==> src/rtl/vga_sync_gen_if.sv <==
// Raster bus between the VGA timing generator and the colour-producing blocks.
// The master drives coordinates, strobes and pins; the slave returns merged colour.
interface vga_sync_if;
  logic [9:0] x;
  logic [9:0] y;
  logic       vga_on;
  logic       line_end;
  logic       frame_end;
  logic [7:0] frame_count;
  logic [2:0] rgb_in;
  logic [2:0] rgb_out;
  logic       hsync;
  logic       vsync;

  modport master (
    output x, y, vga_on, line_end, frame_end, frame_count, rgb_out, hsync, vsync,
    input  rgb_in
  );

  modport slave (
    input  x, y, vga_on, line_end, frame_end, frame_count, rgb_out, hsync, vsync,
    output rgb_in
  );
endinterface

==> src/rtl/vga_sync_gen.sv <==
// 640x480@60 VGA raster timing: pixel counters, zero-latency decodes and a
// single output register stage keeping colour and sync aligned at the pins.
module vga_sync_gen #(
  parameter int H_VISIBLE = 640,
  parameter int H_FP      = 16,
  parameter int H_SYNC    = 96,
  parameter int H_BP      = 48,
  parameter int V_VISIBLE = 480,
  parameter int V_FP      = 10,
  parameter int V_SYNC    = 2,
  parameter int V_BP      = 33,
  parameter bit SYNC_POL  = 1'b0
) (
  input  logic      clk25M,
  input  logic      reset,
  vga_sync_if.master vga
);

  localparam int H_TOTAL = H_VISIBLE + H_FP + H_SYNC + H_BP;
  localparam int V_TOTAL = V_VISIBLE + V_FP + V_SYNC + V_BP;

  localparam logic [9:0] H_LAST   = 10'(H_TOTAL - 1);
  localparam logic [9:0] V_LAST   = 10'(V_TOTAL - 1);
  localparam logic [9:0] H_VIS    = 10'(H_VISIBLE);
  localparam logic [9:0] V_VIS    = 10'(V_VISIBLE);
  localparam logic [9:0] HS_START = 10'(H_VISIBLE + H_FP);
  localparam logic [9:0] HS_END   = 10'(H_VISIBLE + H_FP + H_SYNC);
  localparam logic [9:0] VS_START = 10'(V_VISIBLE + V_FP);
  localparam logic [9:0] VS_END   = 10'(V_VISIBLE + V_FP + V_SYNC);
  localparam logic [9:0] FE_LINE  = 10'(V_VISIBLE + 1);

  logic [9:0] x;
  logic [9:0] y;
  logic [7:0] frame_count;
  logic       h_wrap;
  logic       v_wrap;
  logic       on;
  logic       h_active;
  logic       v_active;
  logic [2:0] rgb_q;
  logic       hsync_q;
  logic       vsync_q;

  assign h_wrap = (x == H_LAST);
  assign v_wrap = (y == V_LAST);

  // NOTE: state registers use non-blocking assignments so every flop samples
  // pre-edge values; blocking here would let y see the already-updated x.
  always_ff @(posedge clk25M or posedge reset) begin
    if (reset) begin
      x           <= '0;
      y           <= '0;
      frame_count <= '0;
    end else if (h_wrap) begin
      x <= '0;
      if (v_wrap) begin
        y           <= '0;
        frame_count <= frame_count + 8'd1;
      end else begin
        y <= y + 10'd1;
      end
    end else begin
      x <= x + 10'd1;
    end
  end

  // Decodes of the current counter state, consumed the same cycle downstream.
  assign on       = (x < H_VIS) && (y < V_VIS);
  assign h_active = (x >= HS_START) && (x < HS_END);
  assign v_active = (y >= VS_START) && (y < VS_END);

  // Colour comes back combinationally for (x,y); registering it together with
  // the syncs puts both on the pins one cycle later, still aligned.
  always_ff @(posedge clk25M or posedge reset) begin
    if (reset) begin
      rgb_q   <= '0;
      hsync_q <= ~SYNC_POL;
      vsync_q <= ~SYNC_POL;
    end else begin
      rgb_q   <= on ? vga.rgb_in : 3'b000;
      hsync_q <= h_active ? SYNC_POL : ~SYNC_POL;
      vsync_q <= v_active ? SYNC_POL : ~SYNC_POL;
    end
  end

  assign vga.x           = x;
  assign vga.y           = y;
  assign vga.vga_on      = on;
  assign vga.line_end    = h_wrap;
  assign vga.frame_end   = (x == '0) && (y == FE_LINE);
  assign vga.frame_count = frame_count;
  assign vga.rgb_out     = rgb_q;
  assign vga.hsync       = hsync_q;
  assign vga.vsync       = vsync_q;

endmodule

==> src/flat_wrapper.sv <==
// flat-port wrapper written by rule: the top's interface ports become plain ports
module vga_sync_gen_flat 
#(
  parameter int H_VISIBLE = 640,
  parameter int H_FP      = 16,
  parameter int H_SYNC    = 96,
  parameter int H_BP      = 48,
  parameter int V_VISIBLE = 480,
  parameter int V_FP      = 10,
  parameter int V_SYNC    = 2,
  parameter int V_BP      = 33,
  parameter bit SYNC_POL  = 1'b0
)
  (clk25M, reset, vga_x, vga_y, vga_vga_on, vga_line_end, vga_frame_end, vga_frame_count, vga_rgb_out, vga_hsync, vga_vsync, vga_rgb_in);
  vga_sync_if vga_i ();
  input  logic clk25M;
  input  logic reset;
  output wire logic [$bits(vga_i.x)-1:0] vga_x;
  output wire logic [$bits(vga_i.y)-1:0] vga_y;
  output wire logic [$bits(vga_i.vga_on)-1:0] vga_vga_on;
  output wire logic [$bits(vga_i.line_end)-1:0] vga_line_end;
  output wire logic [$bits(vga_i.frame_end)-1:0] vga_frame_end;
  output wire logic [$bits(vga_i.frame_count)-1:0] vga_frame_count;
  output wire logic [$bits(vga_i.rgb_out)-1:0] vga_rgb_out;
  output wire logic [$bits(vga_i.hsync)-1:0] vga_hsync;
  output wire logic [$bits(vga_i.vsync)-1:0] vga_vsync;
  input wire logic [$bits(vga_i.rgb_in)-1:0] vga_rgb_in;
  assign vga_x = vga_i.x;
  assign vga_y = vga_i.y;
  assign vga_vga_on = vga_i.vga_on;
  assign vga_line_end = vga_i.line_end;
  assign vga_frame_end = vga_i.frame_end;
  assign vga_frame_count = vga_i.frame_count;
  assign vga_rgb_out = vga_i.rgb_out;
  assign vga_hsync = vga_i.hsync;
  assign vga_vsync = vga_i.vsync;
  assign vga_i.rgb_in = vga_rgb_in;
  vga_sync_gen #(.H_VISIBLE(H_VISIBLE), .H_FP(H_FP), .H_SYNC(H_SYNC), .H_BP(H_BP), .V_VISIBLE(V_VISIBLE), .V_FP(V_FP), .V_SYNC(V_SYNC), .V_BP(V_BP), .SYNC_POL(SYNC_POL)) u_core (.clk25M(clk25M), .reset(reset), .vga(vga_i));
endmodule
==> config.mk <==
export PLATFORM = sky130hd
export DESIGN_NAME = vga_sync_gen_flat
export DESIGN_NICKNAME = d
export VERILOG_FILES = /design/src/rtl/vga_sync_gen_if.sv /design/src/rtl/vga_sync_gen.sv /design/src/flat_wrapper.sv
export SDC_FILE = /design/constraint.sdc
export NUM_CORES = 1
export LEC_CHECK = 0
export ABC_AREA = 1
export BUFFER_PORTS_ARGS = -buffer_cell sky130_fd_sc_hd__buf_2
export CAP_MARGIN = 0
export CELL_PAD_IN_SITES_DETAIL_PLACEMENT = 0
export CELL_PAD_IN_SITES_GLOBAL_PLACEMENT = 1
export CORE_MARGIN = 2
export CORE_UTILIZATION = 39
export CTS_CLUSTER_SIZE = 30
export DETAILED_ROUTE_END_ITERATION = 6
export PLACE_DENSITY = 0.83
export SYNTH_ARGS = -nofsm -noshare
export SYNTH_HDL_FRONTEND = slang
export SYNTH_SLANG_ARGS = --single-unit
==> constraint.sdc <==
create_clock -name clk25M -period 1.7 [get_ports clk25M]
set_clock_uncertainty 0.1 [all_clocks]
set_input_delay 0.17 -clock clk25M [delete_from_list [all_inputs] [get_ports clk25M]]
set_output_delay 0.17 -clock clk25M [all_outputs]
set_load 0.01 [all_outputs]
---- After elaboration in Yosys (flattened, before gate mapping) ----
Cells that the tools add are included.
storage, ports and cells
  word-level logic and storage cells ...... 29
  register bits ........................... 33
  input port bits ......................... 5
cells by class
  eq/ne operators ......................... 3
  $lt $le $gt $ge ......................... 6
  $add $sub $neg .......................... 3
  reductions and logical operators ........ 6
  multiplexer cells ....................... 5
operators with widths
  kind                                                          number
  adder 10 x 1 -> 10 bit (second input constant)                2
  == test 10 bit (second input constant)                        2
  less-than comparator 10 bit (second input constant)           2
  less-than comparator 10 x 9 -> 1 bit (second input constant)  2
  2-to-1 mux 10 bit                                             2
  == test 10 x 9 -> 1 bit (second input constant)               1
  >= comparator 10 bit (second input constant)                  1
  >= comparator 10 x 9 -> 1 bit (second input constant)         1
  zero test 10 bit                                              1
  adder 8 x 1 -> 8 bit (second input constant)                  1
  logical AND 1 bit                                             4
  2-to-1 mux 3 bit                                              1
  2-to-1 mux 1 bit                                              2
  AND reduction 2 bit                                           1

---- Longest topological paths before layout ----
Gate-level depths: netlist of the first run.
  depth after elaboration ................. 3
  depth in mapped cells ................... 9

---- Least setup slack after synthesis of the first run ----
OpenSTA, ideal clock, no wires.
  kind .................................... register to register
  from .................................... reg u_core.x[0], in the netlist u_core.vga.x[0]
  to ...................................... reg u_core.frame_count[5], in the netlist u_core.vga.frame_count[5]
  cell stages (with the launch flop) ...... 8
  buffers on the path ..................... 1
  required time ........................... 1.474 ns
  period minus slack after synthesis ...... 1.553 ns
  setup slack ............................. 0.147 ns
  data arrival time ....................... 1.327 ns
  path through ............................ dfrtp_1 > ha_1 > nand2_2 > nor2_4 > nand4_4 > nor2_4 > buf_6 > o21ai_0
between the ends
  cells in the longest elaborated chain, start to end .. 2
ends and longest elaborated chain
  element                        RTL line            source
  from (decl)                    vga_sync_gen.sv:32  logic [9:0] x;
  from (signal assigned)         vga_sync_gen.sv:63  x <= x + 10'd1;
  == test 10 bit                 vga_sync_gen.sv:44  assign h_wrap = (x == H_LAST);
  AND reduction 2 bit (no line)  -
  to (signal assigned)           vga_sync_gen.sv:58  frame_count <= frame_count + 8'd1;
  to (decl)                      vga_sync_gen.sv:34  logic [7:0] frame_count;
Every way passes these cells.
A chain may end at the register's enable or synchronous reset.

---- Worst setup path in the final report of the first run ----
  from .................................... reg u_core.x[8], in the netlist u_core.vga.x[8]
  to ...................................... out vga_frame_end
between the ends
  cells in the longest elaborated chain, start to end .. 2
ends and longest elaborated chain
  element            RTL line            source
  zero test 10 bit   vga_sync_gen.sv:90  assign vga.frame_end = (x == '0) && (y == FE_LINE);
  logical AND 1 bit  vga_sync_gen.sv:90
  to (decl)          flat_wrapper.sv:22  output wire logic [$bits(vga_i.frame_end)-1:0] vga_frame_end;
Every way passes these cells.

==> results.toml, run 1 <==
[cts]
clock-sinks = 33
path_clk_slew_ns = 0.06
clock_insertion_delay_worst_skew_ns = 0.28
h-tree-depth = 2
clk_root_buffer_cell = "sky130_fd_sc_hd__clkbuf_8"
tritoncts = "built"
cts_inserted_buffers = 5
clock_path_buffers = 2

[placement]
placement.cell_area_um2 = 2230
dp_hpwl_um = 3260
pre_cts_ws_ns = 0.0610
placed_cells_incl_taps = 342
port_buffers = 40
finalWeightedCongestion = 0.846

[layout]
final_cell_area_um2 = 2520
area_growth_syn_to_layout_pct = 35.0
final_net_count = 319
stdcell_count = 362
antenna-diode-count = 0
layout-drive-gt1-share = 0.344

[worst_setup_path]
critical_path.max_fanout = 5
critPathCaptureType = "output pin"
setup.worst_path.start_class = "register"
cpPeakStageDelay_ns = 0.41
path_class = "reg -> out"
path_cells = "buf_4, nor2_1, nand3_1, nor4_4, buf_2"
critical_path.slowest_cell = "sky130_fd_sc_hd__dfrtp_1"
reg2reg_setup_slack_ns = 0.07
worstPathArrival_ns = 1.57
crit_required_ns = 1.43

[drt]
routed_wl_per_cell_um = 12.2
detail_route.vias_per_cell = 4.80
wl_met1_um = 1990
routed-via-count = 1737
met3RoutedLength_um = 207
final_antenna_net_count = 0
totalWireLength_um = 4420
wl_met2_um = 2130
number_of_detailed_routing_iterations_run_before_antenna_repair = 4
detail_route.drc_violations = 0
drt_first_iter_violations = 66
top_signal_layer_used = "met4"

[die]
floorplan.initialDensity = 0.401
fp.dieH_um = 73.2
dieWidth_um = 73.2
core_area_um2 = 4660
io-pin-count = 41
row_count = 25
die_area_um2 = 5360

[run_status]
result_of_the_run = "finished, violations left"
failed_checks = "negative setup slack"

[yosys]
synth.area.top_cells = "sky130_fd_sc_hd__dfrtp_1 42%, sky130_fd_sc_hd__nand2_1 11%, sky130_fd_sc_hd__inv_1 7.0%"
synth_top_family_by_area = "simple AND/OR/NAND/NOR gates"
synth.top_cells.by_count = "54 x sky130_fd_sc_hd__nand2_1, 35 x sky130_fd_sc_hd__inv_1, 31 x sky130_fd_sc_hd__dfrtp_1, 31 x sky130_fd_sc_hd__nor2_1, 18 x sky130_fd_sc_hd__nand3_1"
share_of_the_synthesized_area_in_the_top_cell_type = 0.415
cell_with_the_most_instances_after_synthesis = "sky130_fd_sc_hd__nand2_1"
synth_ff_type = "sky130_fd_sc_hd__dfrtp_1"
synth.area.mux_share = 0
postSynthNetCount = 246
synth_fa_ha_area_frac = 0.0402
post_synth.cell_area_avg_um2 = 7.95
synthesis.yosys.warnings = 0
yosys_register_bits = 33
syn-instance-count = 235
synth_enable_flop_cells = 0
synth_sequential_area_ratio = 0.443
share_of_the_synthesized_netlist_area_taken_by_xor_and_xnor_gates = 0.0610
synth.distinct_cells = 26
post_synth_instance_area_um2 = 1870
yosysTopAreaCell = "sky130_fd_sc_hd__dfrtp_1"
synth-compound-area-share = 0.0375
simple_gate_share_of_the_synthesized_area = 0.328
ys_async_sr_fraction = 1.00

[power]
worst_case_vdd_ir_drop_v = 0.000299
leakagePower_uw = 0.00135
p_per_area_nw_per_um2 = 561

[sta]
tightest_slew_ns = 0.425
final-max-slew-violation-count = 0
fin_hold_ws_ns = 0.422
final-setup-viol-count = 1
grt_setup_unrepaired = "yes"
final_critical_path_setup_slack_ns = -0.138
final.min_clock_period_ns = 1.84
totalNegativeSetupSlack_ns = -0.138
finalCritPeriodShare = 1.08
final_hold_viol_count = 0
max_freq_ghz = 0.544
slew_headroom = 0.717

[global_route]
globalRoute.totalOverflow = 0
wire_length_of_the_first_global_routing_pass_um = 7290
grt_antenna_before_repair = 0
first_global_vias = 1625
groute.usage.overall = 0.179
largest_net_degree_at_the_start_of_global_routing = 34

[hold_path]
holdCritPathClass = "in -> async"

[job]
drv.max_cap_violation_count = 0
-- through the flow --
stage,power [uW],utilization
global placement,835,0.478
floorplan,821,-
finish,1410,0.541
detailed placement,836,0.478
global route,1480,0.541
CTS,1440,0.520
-- critical path: cells and delay by family (launching register included) --
| kind | cells | cell delay, ns |
|---|---|---|
| buf+inv | 2 | 0.34 |
| flops | 1 | 0.41 |
| simple gates | 3 | 0.53 |
-- state kept, by name (all words and copies together), names as in the netlist --
register / count
u_core.vga.x: 10
u_core.vga.y: 10
u_core.vga.frame_count: 8
u_core.vga.rgb_out: 3
u_core.vga.hsync: 1
u_core.vga.vsync: 1
-- final cells by class --
| class | count | area (um^2) |
|---|---|---|
| fill | 443 | 2140 |
| clock buffer | 7 | 86.3 |
| sequential | 33 | 828 |
| inverter | 39 | 149 |
| multi-input combinational | 162 | 977 |
| tap | 54 | 67.6 |
| timing repair buffer | 67 | 413 |
-- path summary, 6_finish.rpt --
kind                                            from                         to  depth (start not counted)
max                                  u_core.vga.x[8]              vga_frame_end                          5
min                                            reset      u_core.vga.rgb_out[1]                          4
max reg2reg                          u_core.vga.y[1]  u_core.vga.frame_count[1]                         10
min reg2reg                u_core.vga.frame_count[7]  u_core.vga.frame_count[7]                          2
max in group asynchronous                      reset           u_core.vga.vsync                          4
min in group clk25M        u_core.vga.frame_count[7]  u_core.vga.frame_count[7]                          2
-- cells by family (layout without fill, tap and decap cells) --
| group | Yosys count | in the layout |
|---|---|---|
| AOI/OAI and AO/OA | 12 | 12 |
| and+or+nand+nor | 130 | 131 |
| buffers and inverters | 41 | 113 |
| adders and majority gates | 6 | 6 |
| DFF | 33 | 33 |
| xor gates and xnor gates | 13 | 13 |
-- power breakdown --
part           switching [uW]  internal, uW  leakage [uW]
combinational            22.3          14.7      0.000874
clock                     267           321     0.0000443
sequential              0.628           789      0.000433
-- layer usage --
layer | up-vias | GRT usage
li1 | 883 | -
met3 | 7 | 0.0470
met5 | - | 0
met1 | 804 | 0.228
met2 | 43 | 0.288
met4 | 0 | 0.0741
-- cell usage in the layout, fill, tap and decap left out, drive strengths merged, types with 2 or more instances in the layout --
master | netlist | final
buf | 2 | 63
clkbuf | 0 | 7
dfrtp | 31 | 31
dfstp | 2 | 2
dlygate4sd3 | 0 | 4
ha | 6 | 6
inv | 38 | 38
nand2 | 59 | 59
nand3 | 18 | 18
nand4 | 11 | 11
nor2 | 36 | 37
nor3 | 2 | 2
nor4 | 2 | 2
o21ai | 10 | 10
xor2 | 12 | 12
-- repair_timing --
action                                  CTS  global route
setup buffers                             6             4
gates cloned                              0             1
hold buffers                              4             0
endpoints found under the setup margin    2            19
resized for setup                         8            19
pin swaps                                 3            10
hold endpoints to repair                 34             0
Note: power is estimated with default switching activity, not from simulation.
==> run 2, diff against run 1 <==
--- a/config.mk
+++ b/config.mk
@@ -14,7 +14,7 @@
 export CORE_UTILIZATION = 39
 export CTS_CLUSTER_SIZE = 30
 export DETAILED_ROUTE_END_ITERATION = 6
-export PLACE_DENSITY = 0.83
+export PLACE_DENSITY_LB_ADDON = 0.3
 export SYNTH_ARGS = -nofsm -noshare
 export SYNTH_HDL_FRONTEND = slang
 export SYNTH_SLANG_ARGS = --single-unit
==> results.toml, run 2 (synthesis results as in run 1) <==
[layout]
leading_cell_type_in_the_layout_fill_and_taps_excluded = "sky130_fd_sc_hd__nand2_1"
fillerInstances = 447
antenna-diode-count = 0
final_net_count = 322
layout.cells.most_common_list = "53 x sky130_fd_sc_hd__nand2_1, 39 x sky130_fd_sc_hd__buf_2, 31 x sky130_fd_sc_hd__inv_1"
layout-drive-gt1-share = 0.362
top_regs = "u_core.vga.x x10, u_core.vga.y x10, u_core.vga.frame_count x8"
stdcell_count = 366
postLayoutCoreUtil = 0.555
area_growth_syn_to_layout_pct = 38.5

[drt]
detail_route.vias_per_cell = 4.74
routed-via-count = 1736
final_antenna_net_count = 0
detail_route.drc_violations = 0
totalWireLength_um = 4520
routed_wl_per_cell_um = 12.3
drt_first_iter_violations = 95
number_of_detailed_routing_iterations_run_before_antenna_repair = 4

[sta]
final.min_clock_period_ns = 1.78
final_hold_viol_count = 0
finalCritPeriodShare = 1.04
final-setup-viol-count = 3
slew_headroom = 0.708
tightest_slew_ns = 0.439
final-max-slew-violation-count = 0
max_freq_ghz = 0.563
grt_setup_unrepaired = "yes"
final_critical_path_setup_slack_ns = -0.0761
totalNegativeSetupSlack_ns = -0.124

[cts]
h-tree-depth = 2
clock-sinks = 33
path_clk_slew_ns = 0.07
clock_insertion_delay_worst_skew_ns = 0.28
tritoncts = "built"
clk_root_buffer_cell = "sky130_fd_sc_hd__clkbuf_8"
clock_path_buffers = 2
cts_inserted_buffers = 5

[global_route]
largest_net_degree_at_the_start_of_global_routing = 34
globalRoute.totalOverflow = 0
grt_antenna_before_repair = 0
groute.usage.overall = 0.173
first_global_vias = 1550
wire_length_of_the_first_global_routing_pass_um = 7200

[placement]
port_buffers = 40
dp_hpwl_um = 3150
placed_cells_incl_taps = 340
finalWeightedCongestion = 0.812

[run_status]
result_of_the_run = "finished, violations left"
failed_checks = "negative setup slack"

[worst_setup_path]
critical_path.max_fanout = 2
crit_required_ns = 1.43
path_class = "reg -> out"
critPathCaptureType = "output pin"
worstPathArrival_ns = 1.51
setup.worst_path.start_class = "register"

[die]
row_count = 25
floorplan.initialDensity = 0.401
io-pin-count = 41
dieWidth_um = 73.2
fp.dieH_um = 73.2
die_area_um2 = 5360
core_area_um2 = 4660

[hold_path]
holdCritPathClass = "in -> reg"

[power]
worst_case_vdd_ir_drop_v = 0.000512
p_per_area_nw_per_um2 = 572
leakagePower_uw = 0.00138

[job]
drv.max_cap_violation_count = 0
[run 2: path summary, 6_finish.rpt]
path	depth (start not counted)	to	startpoint	slack [ns]
min in group asynchronous	4	u_core.vga.frame_count[1]	reset	0.43
setup reg to reg	10	u_core.vga.frame_count[4]	u_core.vga.x[0]	0
hold / removal	3	u_core.vga.rgb_out[2]	vga_rgb_in[2]	0.005
setup / recovery	6	vga_frame_end	u_core.vga.x[0]	-0.08
max in group asynchronous	4	u_core.vga.hsync	reset	0.72
hold reg to reg	2	u_core.vga.frame_count[7]	u_core.vga.frame_count[7]	0.43
[run 2: what timing repair did]
| action | in CTS | in global routing |
|---|---|---|
| setup endpoints to repair | 2 | 14 |
| hold buffers | 3 | 0 |
| pin swaps | 1 | 7 |
| buffers inserted | 3 | 10 |
| hold endpoints to repair | 33 | 0 |
| resized for setup | 6 | 27 |
| cloned | 0 | 2 |
[run 2: worst max-delay path: stages, from the launching register on]
cell	delay [ns]
sky130_fd_sc_hd__dfrtp_1	0.41
sky130_fd_sc_hd__buf_6	0.13
sky130_fd_sc_hd__inv_2	0.05
sky130_fd_sc_hd__ha_4	0.13
sky130_fd_sc_hd__nand3_4	0.07
sky130_fd_sc_hd__nor4_4	0.28
sky130_fd_sc_hd__buf_2	0.17
[run 2: layer usage]
layer,share of wire,global-route usage,vias up
li1,-,-,891
met1,0.47,0.241,809
met2,0.48,0.281,34
met3,0.039,0.0345,2
met4,0.0033,0.0309,0
met5,0,0,-
[run 2: power by group]
group | switching (uW) | total (uW) | internal [uW]
Clock | 290 | 656 | 366
Combinational | 22.3 | 35.5 | 13.2
Sequential | 0.782 | 789 | 788
Total | 313 | 1480 | 1170
[run 2: final cells by class]
type                       count  area [um^2]  area share
inverter                      39          149      0.0575
tap                           54         67.6      0.0261
timing repair buffer          71          492       0.190
clock buffer                   7         96.3      0.0372
multi-input combinational    161          947       0.366
sequential                    33          831       0.321
clock inverter                 1         5.00     0.00193
[run 2: metrics by stage]
step	total power (uW)	setup slack (ns)	area, um^2	hold slack [ns]
6_report	1480	-0.0761	2590	0.00504
5_1_grt	1540	-0.149	2590	0.0199
4_1_cts	1500	-0.113	2380	0.00255
3_5_place_dp	836	0.0374	2210	0.191
3_3_place_gp	835	0.0485	2210	0.187
2_1_floorplan	821	0.147	1870	0.176
